==> src/rtl/current_limit_pkg.sv <==
// Shared types and width helpers for the current-limit arbiter.
package current_limit_pkg;

    typedef enum logic [1:0] {IDLE, HELD, FREE} ch_state_t;

    localparam int MAX_CH = 16;

    function automatic int cnt_w(input int n);
        return $clog2(n + 1);
    endfunction

    function automatic int age_w(input int slice);
        return $clog2(slice + 1);
    endfunction

    function automatic logic [4:0] popcount(input logic [MAX_CH-1:0] v);
        logic [4:0] c;
        c = '0;
        for (int i = 0; i < MAX_CH; i++) begin
            c = c + {4'b0, v[i]};
        end
        return c;
    endfunction

endpackage

==> src/rtl/rr_pick.sv <==
// Round-robin selector: grants up to 'slots' eligible channels starting at 'start'.
module rr_pick #(
    parameter int N     = 4,
    parameter int PTR_W = 2,
    parameter int CNT_W = 3
) (
    input  logic [N-1:0]     elig,
    input  logic [PTR_W-1:0] start,
    input  logic [CNT_W-1:0] slots,
    output logic [N-1:0]     pick,
    output logic [PTR_W-1:0] next_ptr
);

    always_comb begin : scan
        logic [CNT_W-1:0] taken;
        pick     = '0;
        next_ptr = start;
        taken    = '0;
        for (int k = 0; k < N; k++) begin
            logic [PTR_W:0]   sum;
            logic [PTR_W-1:0] idx;
            sum = {1'b0, start} + (PTR_W+1)'(k);
            if (sum >= (PTR_W+1)'(N)) begin
                sum = sum - (PTR_W+1)'(N);
            end
            idx = sum[PTR_W-1:0];
            if (elig[idx] && (taken < slots)) begin
                pick[idx] = 1'b1;
                taken     = taken + CNT_W'(1);
                next_ptr  = (idx == PTR_W'(N - 1)) ? '0 : idx + PTR_W'(1);
            end
        end
    end

endmodule

==> src/rtl/current_limit_arbiter.sv <==
// Shares a supply-current budget: at most MAX_ON concurrent grants, round-robin,
// minimum on-time HOLD, pre-emption of grants aged SLICE while others starve.
module current_limit_arbiter
    import current_limit_pkg::*;
#(
    parameter int N      = 4,
    parameter int MAX_ON = 2,
    parameter int HOLD   = 4,
    parameter int SLICE  = 16
) (
    input  logic                   clk,
    input  logic                   rst,
    input  logic [N-1:0]           req,
    output logic [N-1:0]           gnt,
    output logic [$clog2(N+1)-1:0] on_cnt,
    output logic                   starve
);

    localparam int CNT_W = cnt_w(N);
    localparam int AGE_W = age_w(SLICE);
    localparam int PTR_W = $clog2(N);
    localparam logic [AGE_W-1:0] HOLD_A   = AGE_W'(HOLD);
    localparam logic [AGE_W-1:0] SLICE_A  = AGE_W'(SLICE);
    localparam logic [CNT_W-1:0] MAX_ON_C = CNT_W'(MAX_ON);

    generate
        if (N < 2 || N > MAX_CH || MAX_ON < 1 || MAX_ON > N || HOLD < 1 || SLICE < HOLD) begin : g_bad_params
            $error("current_limit_arbiter: illegal parameters N=%0d MAX_ON=%0d HOLD=%0d SLICE=%0d",
                   N, MAX_ON, HOLD, SLICE);
        end
    endgenerate

    function automatic logic [AGE_W-1:0] age_sat_inc(input logic [AGE_W-1:0] a);
        return (a >= SLICE_A) ? SLICE_A : a + AGE_W'(1);
    endfunction

    function automatic ch_state_t state_of(input logic [AGE_W-1:0] a);
        return (a >= HOLD_A) ? FREE : HELD;
    endfunction

    function automatic logic [CNT_W-1:0] count(input logic [N-1:0] v);
        return CNT_W'(popcount(MAX_CH'(v)));
    endfunction

    ch_state_t        state [N];
    logic [AGE_W-1:0] age   [N];
    logic [N-1:0]     cool, free_mask, sat_mask, norm_rel, pre_cand, pre_rel, rel;
    logic [N-1:0]     waiting, pick, gnt_next;
    logic [PTR_W-1:0] rr_ptr, next_ptr;
    logic [CNT_W-1:0] remain_pre, slots;
    logic             starving;

    generate
        for (genvar i = 0; i < N; i++) begin : g_ch
            ch_state_t        st_q;
            logic [AGE_W-1:0] age_q;
            logic             gnt_q, cool_q;

            always_ff @(posedge clk or posedge rst) begin
                if (rst) begin
                    st_q   <= IDLE;
                    age_q  <= '0;
                    gnt_q  <= 1'b0;
                    cool_q <= 1'b0;
                end else begin
                    cool_q <= rel[i];
                    if (st_q == IDLE) begin
                        if (pick[i]) begin
                            st_q  <= state_of(AGE_W'(1));
                            age_q <= AGE_W'(1);
                            gnt_q <= 1'b1;
                        end
                    end else if (rel[i]) begin
                        st_q  <= IDLE;
                        age_q <= '0;
                        gnt_q <= 1'b0;
                    end else begin
                        st_q  <= state_of(age_sat_inc(age_q));
                        age_q <= age_sat_inc(age_q);
                    end
                end
            end

            assign state[i]     = st_q;
            assign age[i]       = age_q;
            assign gnt[i]       = gnt_q;
            assign cool[i]      = cool_q;
            assign free_mask[i] = (st_q == FREE);
            assign sat_mask[i]  = (age_q == SLICE_A);
        end
    endgenerate

    // Release first: voluntary drops, then at most one pre-emption (lowest saturated index).
    assign norm_rel   = free_mask & ~req;
    assign waiting    = req & ~gnt & ~cool;
    assign remain_pre = count(gnt & ~norm_rel);
    assign starving   = (|waiting) && (remain_pre == MAX_ON_C);
    assign pre_cand   = free_mask & req & sat_mask & {N{starving}};
    assign pre_rel    = pre_cand & (~pre_cand + N'(1));
    assign rel        = norm_rel | pre_rel;
    assign slots      = MAX_ON_C - count(gnt & ~rel);

    rr_pick #(
        .N     (N),
        .PTR_W (PTR_W),
        .CNT_W (CNT_W)
    ) u_rr_pick (
        .elig     (waiting),
        .start    (rr_ptr),
        .slots    (slots),
        .pick     (pick),
        .next_ptr (next_ptr)
    );

    assign gnt_next = (gnt & ~rel) | pick;

    always_ff @(posedge clk or posedge rst) begin
        if (rst) begin
            on_cnt <= '0;
            starve <= 1'b0;
            rr_ptr <= '0;
        end else begin
            on_cnt <= count(gnt_next);
            starve <= (|(req & ~gnt_next)) && (count(gnt_next) == MAX_ON_C);
            rr_ptr <= next_ptr;
        end
    end

    a_count_ok : assert property (@(posedge clk) disable iff (rst)
        (count(gnt) == on_cnt) && (on_cnt <= MAX_ON_C));

    a_no_held_release : assert property (@(posedge clk) disable iff (rst)
        ((rel & ~free_mask) == '0));

endmodule

==> config.mk <==
export PLATFORM = sky130hd
export DESIGN_NAME = current_limit_arbiter
export DESIGN_NICKNAME = d
export VERILOG_FILES = /design/src/rtl/current_limit_pkg.sv /design/src/rtl/rr_pick.sv /design/src/rtl/current_limit_arbiter.sv
export SDC_FILE = /design/constraint.sdc
export NUM_CORES = 1
export LEC_CHECK = 0
export ABC_AREA = 1
export CORE_ASPECT_RATIO = 0.75
export CORE_MARGIN = 2
export CORE_UTILIZATION = 30
export CTS_BUF_LIST = sky130_fd_sc_hd__clkbuf_4 sky130_fd_sc_hd__clkbuf_8 sky130_fd_sc_hd__clkbuf_16
export CTS_CLUSTER_SIZE = 20
export DETAILED_ROUTE_END_ITERATION = 8
export HOLD_SLACK_MARGIN = 0.03
export SYNTH_ARGS = -nofsm -noshare
export SYNTH_HDL_FRONTEND = slang
export SYNTH_SLANG_ARGS = --single-unit
==> constraint.sdc <==
create_clock -name clk -period 14.95 [get_ports clk]
set_input_delay 4.485 -clock clk [delete_from_list [all_inputs] [get_ports clk]]
set_output_delay 4.485 -clock clk [all_outputs]
set_load 0.1 [all_outputs]
# Word level (Yosys, flattened, before mapping)
# Cells that the tools add are included.
dict set report classes {
  n_reduce_logical 25
  add_sub_neg 28
  muxes 79
  eq_ne 18
  order_cmp 24
  bitwise 22
}
# operator n
set ops {}
lappend ops {{two-way mux 5 bit} 16}
lappend ops {{two-way mux 2 bit} 28}
lappend ops {{AND 4 bit} 10}
lappend ops {{inverter 4 bit} 7}
lappend ops {{two-way mux 1 bit} 21}
lappend ops {{adder 5 x 1 -> 5 bit, second input constant} 4}
lappend ops {{equality test 5 bit, second input constant} 4}
lappend ops {{>= comparator 5 x 3 -> 1 bit, second input constant} 4}
lappend ops {{>= comparator 5 bit, second input constant} 4}
lappend ops {{OR 4 bit} 5}
lappend ops {{equality test 2 bit, second input constant} 8}
lappend ops {{two-way mux 4 bit} 4}
lappend ops {{< comparator 2 x 3 -> 1 bit, second input constant} 4}
lappend ops {{logical AND 1 bit} 10}
lappend ops {{adder 2 x 1 -> 3 bit} 3}
lappend ops {{adder 3 x 1 -> 3 bit} 3}
lappend ops {{>= comparator 3 bit, second input constant} 3}
lappend ops {{adder 2 x 1 -> 2 bit, second input constant} 4}
lappend ops {{binary-select mux 1 bit (select 2 bit)} 4}
lappend ops {{demux 1 bit (select 2 bit)} 4}
lappend ops {{>= comparator 2 x 1 -> 1 bit, second input constant} 4}
lappend ops {{zero test 2 bit} 4}
lappend ops {{inequality test 2 bit, second input constant} 4}
lappend ops {{AND reduction 2 bit} 4}
lappend ops {{other kinds (17)} 30}
dict set report word_totals {
  reg_bits 42
  input_bits 6
}

# Logic depth before layout (Yosys ltp)
# Gate-level depths: netlist of the first run.
dict set report depth {
  depth_word 38
  ltp_mapped 43
  ltp_nobuf 42
}

# By module
# A second synthesis of the first run with hierarchy kept.
dict set report hier_totals {
  cells_unflattened 394
  hier_area_um2 3158.0
}
# module area_each_um2 n_inst cells_per_inst
set by_module_without_submodules {}
lappend by_module_without_submodules {current_limit_arbiter 2486.1 1 286}
lappend by_module_without_submodules {rr_pick 671.9 1 108}

# Worst setup path before layout of the first run
# No wires, ideal clock.
dict set report synth_path {
  path_kind {input-to-reg}
  from {input req[1]}
  to {register starve}
  arrival_time_ps 11230
  required_ps 14878
  path_stages 40
  setup_slack_ps 3649
  path_buffers 1
  setup_ps 72
  cell_sequence {or3_1 -> nand2_1 -> inv_1 -> fa_1 -> ha_1 -> ha_1 -> nand2_1 -> a31oi_2 -> nand4_1 -> nand2_1 -> fa_1 -> ha_1 -> inv_1 -> ha_1 -> inv_1 -> nor2_2 -> inv_1 -> nand3_1 -> [... 4 more ...] -> nand2_1 -> nand2_1 -> nand3_2 -> buf_6 -> nor2_1 -> ha_1 -> a21oi_1 -> nand2_1 -> a31oi_4 -> nand3_1 -> nand2_1 -> nor2_1 -> fa_1 -> inv_1 -> ha_1 -> ha_1 -> or3b_2 -> nor2_1}
}
dict set report synth_between {
  elab_chain_cells 38
  elab_cells_between_ends 62
  cone_classes {13 x add/sub; 4 x order compare; 2 x eq/ne; 15 x mux; 20 x bitwise; 8 x reduce/logical}
}
# element line_no
set synth_lines {}
lappend synth_lines {{start, declared} current_limit_arbiter.sv:13} ;# input logic [N-1:0] req,
lappend synth_lines {{inverter 4 bit} current_limit_arbiter.sv:94} ;# assign norm_rel = free_mask & ~req;
lappend synth_lines {{AND 4 bit} current_limit_arbiter.sv:94}
lappend synth_lines {{inverter 4 bit} current_limit_arbiter.sv:96} ;# assign remain_pre = count(gnt & ~norm_rel);
lappend synth_lines {{AND 4 bit} current_limit_arbiter.sv:96}
lappend synth_lines {{adder 1 x 1 -> 2 bit} current_limit_pkg.sv:20} ;# c = c + {4'b0, v[i]};
lappend synth_lines {{adder 2 x 1 -> 3 bit} current_limit_pkg.sv:20}
lappend synth_lines {{adder 3 x 1 -> 3 bit} current_limit_pkg.sv:20}
lappend synth_lines {{equality test 3 x 2 -> 1 bit} current_limit_arbiter.sv:97} ;# assign starving = (|waiting) && (remain_pre == MAX_ON_C);
lappend synth_lines {{[... 22 more ...]} -}
lappend synth_lines {{logical AND 1 bit} rr_pick.sv:27} ;# if (elig[idx] && (taken < slots)) begin
lappend synth_lines {{two-way mux 4 bit} rr_pick.sv:27}
lappend synth_lines {{OR 4 bit} current_limit_arbiter.sv:115} ;# assign gnt_next = (gnt & ~rel) | pick;
lappend synth_lines {{adder 1 x 1 -> 2 bit} current_limit_pkg.sv:20}
lappend synth_lines {{adder 2 x 1 -> 3 bit} current_limit_pkg.sv:20}
lappend synth_lines {{adder 3 x 1 -> 3 bit} current_limit_pkg.sv:20}
lappend synth_lines {{equality test 3 x 2 -> 1 bit} current_limit_arbiter.sv:124} ;# starve <= (|(req & ~gnt_next)) && (count(gnt_next) == MAX_ON_C);
lappend synth_lines {{logical AND 1 bit (*)} current_limit_arbiter.sv:124}
lappend synth_lines {{end signal, assigned} current_limit_arbiter.sv:124}
lappend synth_lines {{end, declared} current_limit_arbiter.sv:16} ;# output logic starve
# Mark *: on every way between the ends. The rest lies on a longest branch, timed or not. The select of a mux whose other input is x is not followed.
# A chain may end at the register's enable or synchronous reset.

# Worst setup path after layout of the first run
# Same ends and word-level chain as after synthesis.

==> results.md, run 1 <==
- Worst Hold Class: reg2reg
- Post-Route WL: 7.13 mm
- Final setup violation count: 0
- Area share of xor/xnor cells in the synthesized design: 1.14%
- Crit start category: input pin
- Total negative slack: 0 ns
- Row cnt: 31
- Yosys warnings: 0
- Share of the synthesized area in the top cell type: 34.1%
- Worst-path maximum fanout: 12
- Largest net degree at the start of global routing: 43
- Worst reg2reg path startpoint: g_ch[1].st_q[0]
- Max Cap Viol: 0
- Hold Violations, Final: 0
- Yosys reg bits: 42
- Setup bufs post-CTS: 0
- First-pass GRT wire length: 12.2 mm
- Worst slew pin tran: 0.973 ns
- Routed length per instance: 13.3 um
- Num CTS Buffers: 5
- CTS tree: yes
- Hold_sp: g_ch[0].age_q[4]
- Synth Area in Compound Gates: 10.2%
- Primary FF master, synth: dfrtp_1
- CTS max path bufs: 2
- Root Driver: clkbuf_16
- Buffers on Ports: 13
- Die Y: 91.7 um
- FF-to-FF setup slack: 6.96 ns
- Leading area contributor after synthesis: dfrtp_1
- Die Area: 11100 um2
- IO Count: 14
- Synth Area in Simple Gates: 30.8%
- Initial antenna violation count: 0
- Final Non-Filler Cells: 535
- Top post-synthesis cells by area: dfrtp_1 (34%), ha_1 (9.8%), inv_1 (8.9%)
- Placer Congestion: 0.886
- Placed Cells: 527
- Fmax: 81.0 MHz
- Cts hold-fix bufs: 0
- Crit. End Element: register
- RR Endpoint: starve
- GRT Util Overall: 13.8%
- Most common cell type on the critical path: ha_1
- Max_slew headroom: 34.9%
- DRC Markers: 0
- Clock transition at path regs: 0.07 ns
- Final worst-path cycle share: 82.6%
- WS Path Type: in2reg
- Worst path max stage delay: 0.53 ns
- Drt pass-1 iters: 4
- Cells after Synth: 387
- Max-slew violation count: 0
- Fraction of the mapped netlist area in adder cells: 11.7%
- Largest family of logic cells by synthesized area: simple AND/OR/NAND/NOR gates
- Mux contribution to synthesized area: 0%
- Crit path required time: 15.17 ns
- Commonest non-fill, non-tap cells in the layout: inv_1 (72), nand2_1 (69), dfrtp_1 (42), nand3_1 (38), ha_1 (24)
- Clock Sinks: 42
- Vias: 2628
- Unrepaired setup endpoints after global routing: false
- Share of cells above drive strength 1: 11.9%
- Netlist cell types: 39
- Leading cell type in the layout, fill and taps excluded: inv_1
- Post-synth ARST share: 100%
- Post_cts resized: 0
- Synthesized Nets: 420
- Status: completed
- Cell Area, Synth: 3080 um2
- Die Span X: 121 um
- Layout Area Growth over Synthesis: 13.7%
- Initial Util: 31.4%
- Worst-Skew Late Latency: 0.29 ns
- Hold depth: 1
- Sequential fraction of the synthesis area: 34.1%
- Crit-path slowest cell: clkdlybuf4s50_1
- Vias per cell: 4.91
- Vias in the first global route: 2526
- Worst Hold End: g_ch[0].age_q[2]
- Crit path DAT: 12.57 ns
- Final Skew: 0.00839 ns
- First DRT Iteration DRCs: 192
- Post-layout net count: 435
- Core footprint: 9810 um2
- Number of flops mapped to enable cells by yosys: 0
- GRT overflow: 0
- Worst Reg-to-Reg Cells: 39
- Post-DRT Antenna Nets: 0
- Crit path time final: 12.35 ns
- H-tree lvl count: 2
- # diodes: 0
- DP HPWL: 5.51 mm
- Syn_area_per_cell: 7.95 um2
[registers in the layout, indices dropped and copies added (netlist names)]
signal / count
rr_ptr: 2
g_ch.gnt_q: 4
g_ch.st_q: 8
g_ch.age_q: 20
on_cnt: 3
g_ch.cool_q: 4
starve: 1
[cell usage after synthesis, types with 3 or more instances]
cell type / count
o21ai_1: 3
o31ai_1: 3
inv_1: 73
a21oi_1: 10
nor2_1: 19
ha_1: 24
inv_2: 7
nand3_2: 13
nand3b_1: 3
o21ai_0: 8
nand2_2: 3
xnor2_1: 3
o22ai_1: 15
nand2_1: 69
fa_1: 3
nand4_2: 4
buf_4: 4
nand3_1: 38
dfrtp_1: 42
nand4_1: 19
[through the flow]
step,cell area (um2),setup WS (ns),hold WS [ns],utilization [%]
6_report,3500,2.60,0.518,35.6
4_1_cts,3500,2.63,0.514,35.6
3_5_place_dp,3330,2.40,0.499,33.9
2_1_floorplan,3080,3.65,0.469,-
5_1_grt,3500,1.96,0.546,35.6
3_3_place_gp,3330,2.68,0.500,33.9
[critical path: cells and delay by family]
kind                       cells  cell delay [ns]
adders and majority gates     12             3.51
buffers and inverters          7             0.93
and+or+nand+nor               17             2.91
AOI/OAI and AO/OA              4             0.73
[routing by layer]
layer / part of all wire [%] / vias up / track usage [%] / wire (um)
met2: 42 / 57 / 19.4 / 3010
met4: 0.83 / 0 / 3.97 / 59
met5: 0 / - / 0 / 0
li1: - / 1316 / - / -
met3: 4.7 / 7 / 3.36 / 332
met1: 52 / 1248 / 20.6 / 3730
[how the worst max path moves through the flow]
stage                     startpoint      to  slack (ns)
final                         req[1]  starve        2.60
after global routing          req[1]  starve        1.96
after CTS                     req[1]  starve        2.63
after detailed placement      req[1]  starve        2.40
after global placement        req[1]  starve        2.68
after floorplan               req[1]  starve        3.65
[kinds of logic (layout without fill, tap and decap cells)]
group                    Yosys count  in the layout
AND/OR/NAND/NOR                  178            178
buffers and inverters             88            104
AO/OA/AOI/OAI                     48             48
flip-flops                        42             42
adder cells (fa/ha/maj)           27             27
XOR/XNOR                           4              4
[area by class of cell]
class	count	area [um2]
clock buffer	7	140
clock inverter	1	30.0
fill	1012	6310
inverter	82	318
multi-input combinational	257	1660
sequential	42	1050
tap	132	165
timing repair buffer	14	138
Power of run 1 is left out: the tool's default activity adds up to more than one toggle a clock period on the data nets, which glitch-free logic cannot reach.
==> run 2: changes to the inputs <==
clock period = 12.48 ns   (was 14.95 ns; I/O delays follow)
==> run 2 against run 1 <==
Die area unchanged. Global-route usage up 0.071 points. Design area down 0.54%. Worst setup slack worse by 1.7 ns. Wire length about the same. Non-clock buffer count unchanged. Via count down 2.4%. Register-to-register slack worse by 2.5 ns. Critical path type unchanged.
==> results.md, run 2 (same netlist as run 1, synthesis figures left out) <==
- Status: completed
- Final Skew: 0.00344 ns (-0.00495 ns)
- # diodes: 0 (unchanged)
- Worst slew pin tran: 0.985 ns (+0.0114 ns)
- Vias per cell: 4.80 (-2.4%)
- CTS tree: yes
- Setup bufs post-CTS: 0 (unchanged)
- DP HPWL: 5.52 mm (+0.19%)
- Met3 wire length: 419 um (+26%)
- Die Area: 11100 um2 (unchanged)
- Crit path required time: 12.70 ns (-2.47 ns)
- Total negative slack: 0 ns (unchanged)
- Crit. End Element: register
- DR WL met2: 3.03 mm (+0.70%)
- DRC Markers: 0 (unchanged)
- Worst path max stage delay: 0.54 ns (about the same)
- Highest Signal Layer: met4
- Placer Congestion: 0.886 (unchanged)
- Placed instance area: 3330 um2 (unchanged)
- Max_slew headroom: 34.2% (-0.76 points)
- Worst Hold Class: reg2reg
- Num CTS Buffers: 5 (unchanged)
- Initial antenna violation count: 0 (unchanged)
- First DRT Iteration DRCs: 157 (-18%)
- Commonest non-fill, non-tap cells in the layout: inv_1 (72), nand2_1 (69), dfrtp_1 (42), nand3_1 (38), ha_1 (24)
- Crit start category: input pin
- Final setup violation count: 0 (unchanged)
- Die Span X: 121 um (unchanged)
- IO Count: 14 (unchanged)
- Crit-path slowest cell: fa_1
- First-pass GRT wire length: 12.3 mm (+0.90%)
- Row cnt: 31 (unchanged)
- Largest regs: g_ch.age_q (20), g_ch.st_q (8)
- Fmax: 86.1 MHz
- Crit path time final: 11.61 ns
- Vias: 2566 (-2.4%)
- Share of cells above drive strength 1: 11.9% (unchanged)
- Post-route cell area: 3480 um2 (-0.54%)
- Post-layout net count: 435 (unchanged)
- Post_cts resized: 0 (unchanged)
- Root Driver: clkbuf_16
- Max reg flops: 20 (unchanged)
- Worst-path maximum fanout: 12 (unchanged)
- Clock Sinks: 42 (unchanged)
- Max-slew violation count: 0 (unchanged)
- CTS max path bufs: 2 (unchanged)
- Initial Util: 31.4% (unchanged)
- Largest net degree at the start of global routing: 43 (unchanged)
- Routed length per instance: 13.3 um (about the same)
- Final worst-path cycle share: 93.0%
- Leading cell type in the layout, fill and taps excluded: inv_1
- Clock transition at path regs: 0.06 ns (about the same)
- Worst-Skew Late Latency: 0.29 ns (about the same)
- FF-to-FF setup slack: 4.48 ns (-2.48 ns)
- Vias in the first global route: 2555 (+1.1%)
- Most flops, register: g_ch.age_q
- Met1 WL: 3.65 mm (-2.3%)
- GRT Util Overall: 13.8% (+0.071 points)
- Cts hold-fix bufs: 0 (unchanged)
- Max Cap Viol: 0 (unchanged)
- Layout Area Growth over Synthesis: 13.0%
- Hold Violations, Final: 0 (unchanged)
- H-tree lvl count: 2 (unchanged)
- Post-Route WL: 7.14 mm (about the same)
- Unrepaired setup endpoints after global routing: false
- Crit path DAT: 11.83 ns (-0.74 ns)
- Buffers on Ports: 13 (unchanged)
- Core footprint: 9810 um2 (unchanged)
- WS Path Type: in2reg
- Post-DRT Antenna Nets: 0 (unchanged)
- Drt pass-1 iters: 5 (+1)
- Die Y: 91.7 um (unchanged)
- GRT overflow: 0 (unchanged)
[run 2: per-stage QoR]
step / hold WS [ns] / setup slack, ns / utilization, % / cells
floorplan: 0.469 / 1.92 / - / 387
global placement: 0.500 / 0.946 / 33.9 / 527
detailed placement: 0.510 / 0.623 / 33.9 / 527
CTS: 0.506 / 0.886 / 35.5 / 535
global route: 0.528 / 0.144 / 35.5 / 535
finish: 0.503 / 0.870 / 35.5 / 535
[run 2: final cells by class]
class	count	area, um2
timing repair buffer	14	138
clock inverter	2	12.5
tap	132	165
sequential	42	1050
clock buffer	6	139
fill	1030	6330
inverter	82	318
multi-input combinational	257	1660
[run 2: path summary, 6_finish.rpt]
| path | endpoint | depth (start not counted) | from |
|---|---|---|---|
| hold / removal | g_ch[0].age_q[2] | 1 | g_ch[0].age_q[4] |
| setup / recovery | starve | 41 | req[1] |
| min in group asynchronous | g_ch[3].age_q[1] | 3 | rst |
| max in group asynchronous | g_ch[2].age_q[2] | 3 | rst |
| hold reg to reg | g_ch[0].age_q[2] | 1 | g_ch[0].age_q[4] |
| setup reg to reg | starve | 40 | g_ch[1].st_q[0] |
[run 2: routing by layer]
layer	vias up	GRT usage, %
li1	1314	-
met1	1186	20.7
met2	58	20.4
met3	8	3.23
met4	0	2.42
met5	-	0
[run 2: worst max-delay path, delay by kind of cell]
family / cells / cell delay (ns)
simple gates: 18 / 2.87
compound gates: 4 / 0.76
buf+inv: 7 / 0.91
fa+ha+maj: 12 / 3.53
Power of run 2 is left out for the same reason.
==> run 3: changes to the inputs <==
CORE_MARGIN = 1   (was 2)
GPL_TIMING_DRIVEN = 1   (was default)
==> run 3 against run 2 <==
Clock skew is 0.0043 ns higher. Worst setup slack better by 0.021 ns. Sequential cell count stayed put. Die area is 3.8% lower. Via count is 2.5% higher. Design area is 0.54% higher. Non-clock buffer count stayed put. Maximum frequency is 0.18% higher. Hold slack better by 0.026 ns. Clock-buffer cell count is 1 higher. Global-route usage is 0.11 points higher. Largest cell class unchanged.
==> results.md, run 3 (same netlist as run 1, synthesis figures left out) <==
- Status: completed
- GRT overflow: 0 (unchanged)
- Num CTS Buffers: 5 (unchanged)
- Row cnt: 31 (unchanged)
- Die Y: 89.7 um (-2.2%)
- Worst-path maximum fanout: 12 (unchanged)
- Routed length per instance: 13.0 um (-2.8%)
- Final Non-Filler Cells: 535 (unchanged)
- Initial Util: 31.4% (unchanged)
- Die Area: 10700 um2 (-3.8%)
- Cts hold-fix bufs: 0 (unchanged)
- Pre-CTS setup slack: 0.678 ns (+0.0546 ns)
- Max_slew headroom: 34.0% (-0.12 points)
- CTS tree: yes
- Crit start category: input pin
- Die Span X: 119 um (-1.7%)
- Root Driver: clkbuf_16
- Post-DRT Antenna Nets: 0 (unchanged)
- Post_cts resized: 0 (unchanged)
- Clock Sinks: 42 (unchanged)
- Crit path time final: 11.59 ns (-0.0213 ns)
- Worst-Skew Late Latency: 0.28 ns (about the same)
- Layout Area Growth over Synthesis: 13.7%
- Crit-path slowest cell: clkdlybuf4s50_1
- GRT Util Overall: 14.0% (+0.11 points)
- Clock transition at path regs: 0.06 ns (about the same)
- DRC Markers: 0 (unchanged)
- Largest regs: g_ch.age_q (20), g_ch.st_q (8)
- Crit. End Element: register
- CTS max path bufs: 2 (unchanged)
- Post-layout net count: 435 (unchanged)
- Post-Route WL: 6.93 mm (-2.8%)
- Max-slew violation count: 0 (unchanged)
- Worst hold slack: 0.529 ns (+0.0260 ns)
- Total negative slack: 0 ns (unchanged)
- Largest net degree at the start of global routing: 43 (unchanged)
- Fmax: 86.3 MHz (+0.18%)
- WS Path Type: in2reg
- Placed Cells: 527 (unchanged)
- Worst slew pin tran: 0.986 ns (+0.00182 ns)
- Core footprint: 9810 um2 (unchanged)
- IO Count: 14 (unchanged)
- Most common cell type on the critical path: ha_1
- Setup bufs post-CTS: 0 (unchanged)
- Share of cells above drive strength 1: 11.9% (unchanged)
- Worst Hold Class: reg2reg
- Max reg flops: 20 (unchanged)
- Worst path max stage delay: 0.54 ns (about the same)
- # diodes: 0 (unchanged)
- Leading cell type in the layout, fill and taps excluded: inv_1
- Placer Congestion: 0.883 (-0.29%)
- Max Cap Viol: 0 (unchanged)
- Unrepaired setup endpoints after global routing: false
- Vias per cell: 4.92 (+2.5%)
- Drt pass-1 iters: 5 (unchanged)
- First DRT Iteration DRCs: 222 (+41%)
- Final setup violation count: 0 (unchanged)
- Initial antenna violation count: 0 (unchanged)
- Final worst-path cycle share: 92.9% (-0.17 points)
- Buffers on Ports: 13 (unchanged)
- DP HPWL: 5.41 mm (-2.0%)
- Crit path DAT: 11.81 ns (-0.02 ns)
- H-tree lvl count: 2 (unchanged)
- Fin worst setup slack: 0.891 ns (+0.0213 ns)
- Final Skew: 0.00777 ns (+0.00433 ns)
- Crit path required time: 12.70 ns (about the same)
- Hold Violations, Final: 0 (unchanged)
- Most flops, register: g_ch.age_q
- First-pass GRT wire length: 12.1 mm (-1.7%)
- FILL cells: 1037 (+0.68%)
- Vias in the first global route: 2502 (-2.1%)
- Commonest non-fill, non-tap cells in the layout: inv_1 (72), nand2_1 (69), dfrtp_1 (42), nand3_1 (38), ha_1 (24)
- Vias: 2631 (+2.5%)
[run 3: changes by cell type in the layout (fill, tap and decap cells not counted), sizes merged]
cell	previous run	this run
bufinv	0	1
clkbuf	6	7
clkinv	2	1
clkinvlp	1	0
[run 3: metrics by stage]
| stage | instance area, um2 | util [%] |
|---|---|---|
| after detailed placement | 3330 | 33.9 |
| after global routing | 3500 | 35.6 |
| final | 3500 | 35.6 |
| after CTS | 3500 | 35.6 |
| after floorplan | 3080 | - |
| after global placement | 3330 | 33.9 |
[run 3: final timing paths]
check,from,end,slack [ns],depth (start not counted)
min,g_ch[0].age_q[4],g_ch[0].age_q[2],0.53,1
max,req[1],starve,0.89,40
max reg2reg,g_ch[1].st_q[0],starve,4.53,39
max in group asynchronous,rst,g_ch[0].cool_q,8.22,3
min in group asynchronous,rst,g_ch[3].age_q[0],3.89,3
min reg2reg,g_ch[0].age_q[4],g_ch[0].age_q[2],0.53,1
[run 3: layout make-up]
type	count	area, um2	share of cell area [%]
flip-flops and latches	42	1050	30.0
repair buffers	14	138	3.93
clock buffers	7	140	4.01
clock inverters	1	30.0	0.858
inverters	82	318	9.08
multi-input cells	257	1660	47.4
well taps	132	165	4.72
[run 3: critical path: cells and delay by family]
family	cells	cell delay, ns
and+or+nand+nor	18	2.92
buffers and inverters	7	0.93
AOI/OAI and AO/OA	3	0.64
adders and majority gates	12	3.56
[run 3: routing by layer]
layer | up-vias | routed length, um | GRT usage (%)
li1 | 1317 | - | -
met1 | 1239 | 3660 | 21.2
met2 | 65 | 2880 | 20.4
met3 | 10 | 310 | 2.28
met4 | 0 | 79 | 3.27
met5 | - | 0 | 0
Power of run 3 is left out for the same reason.
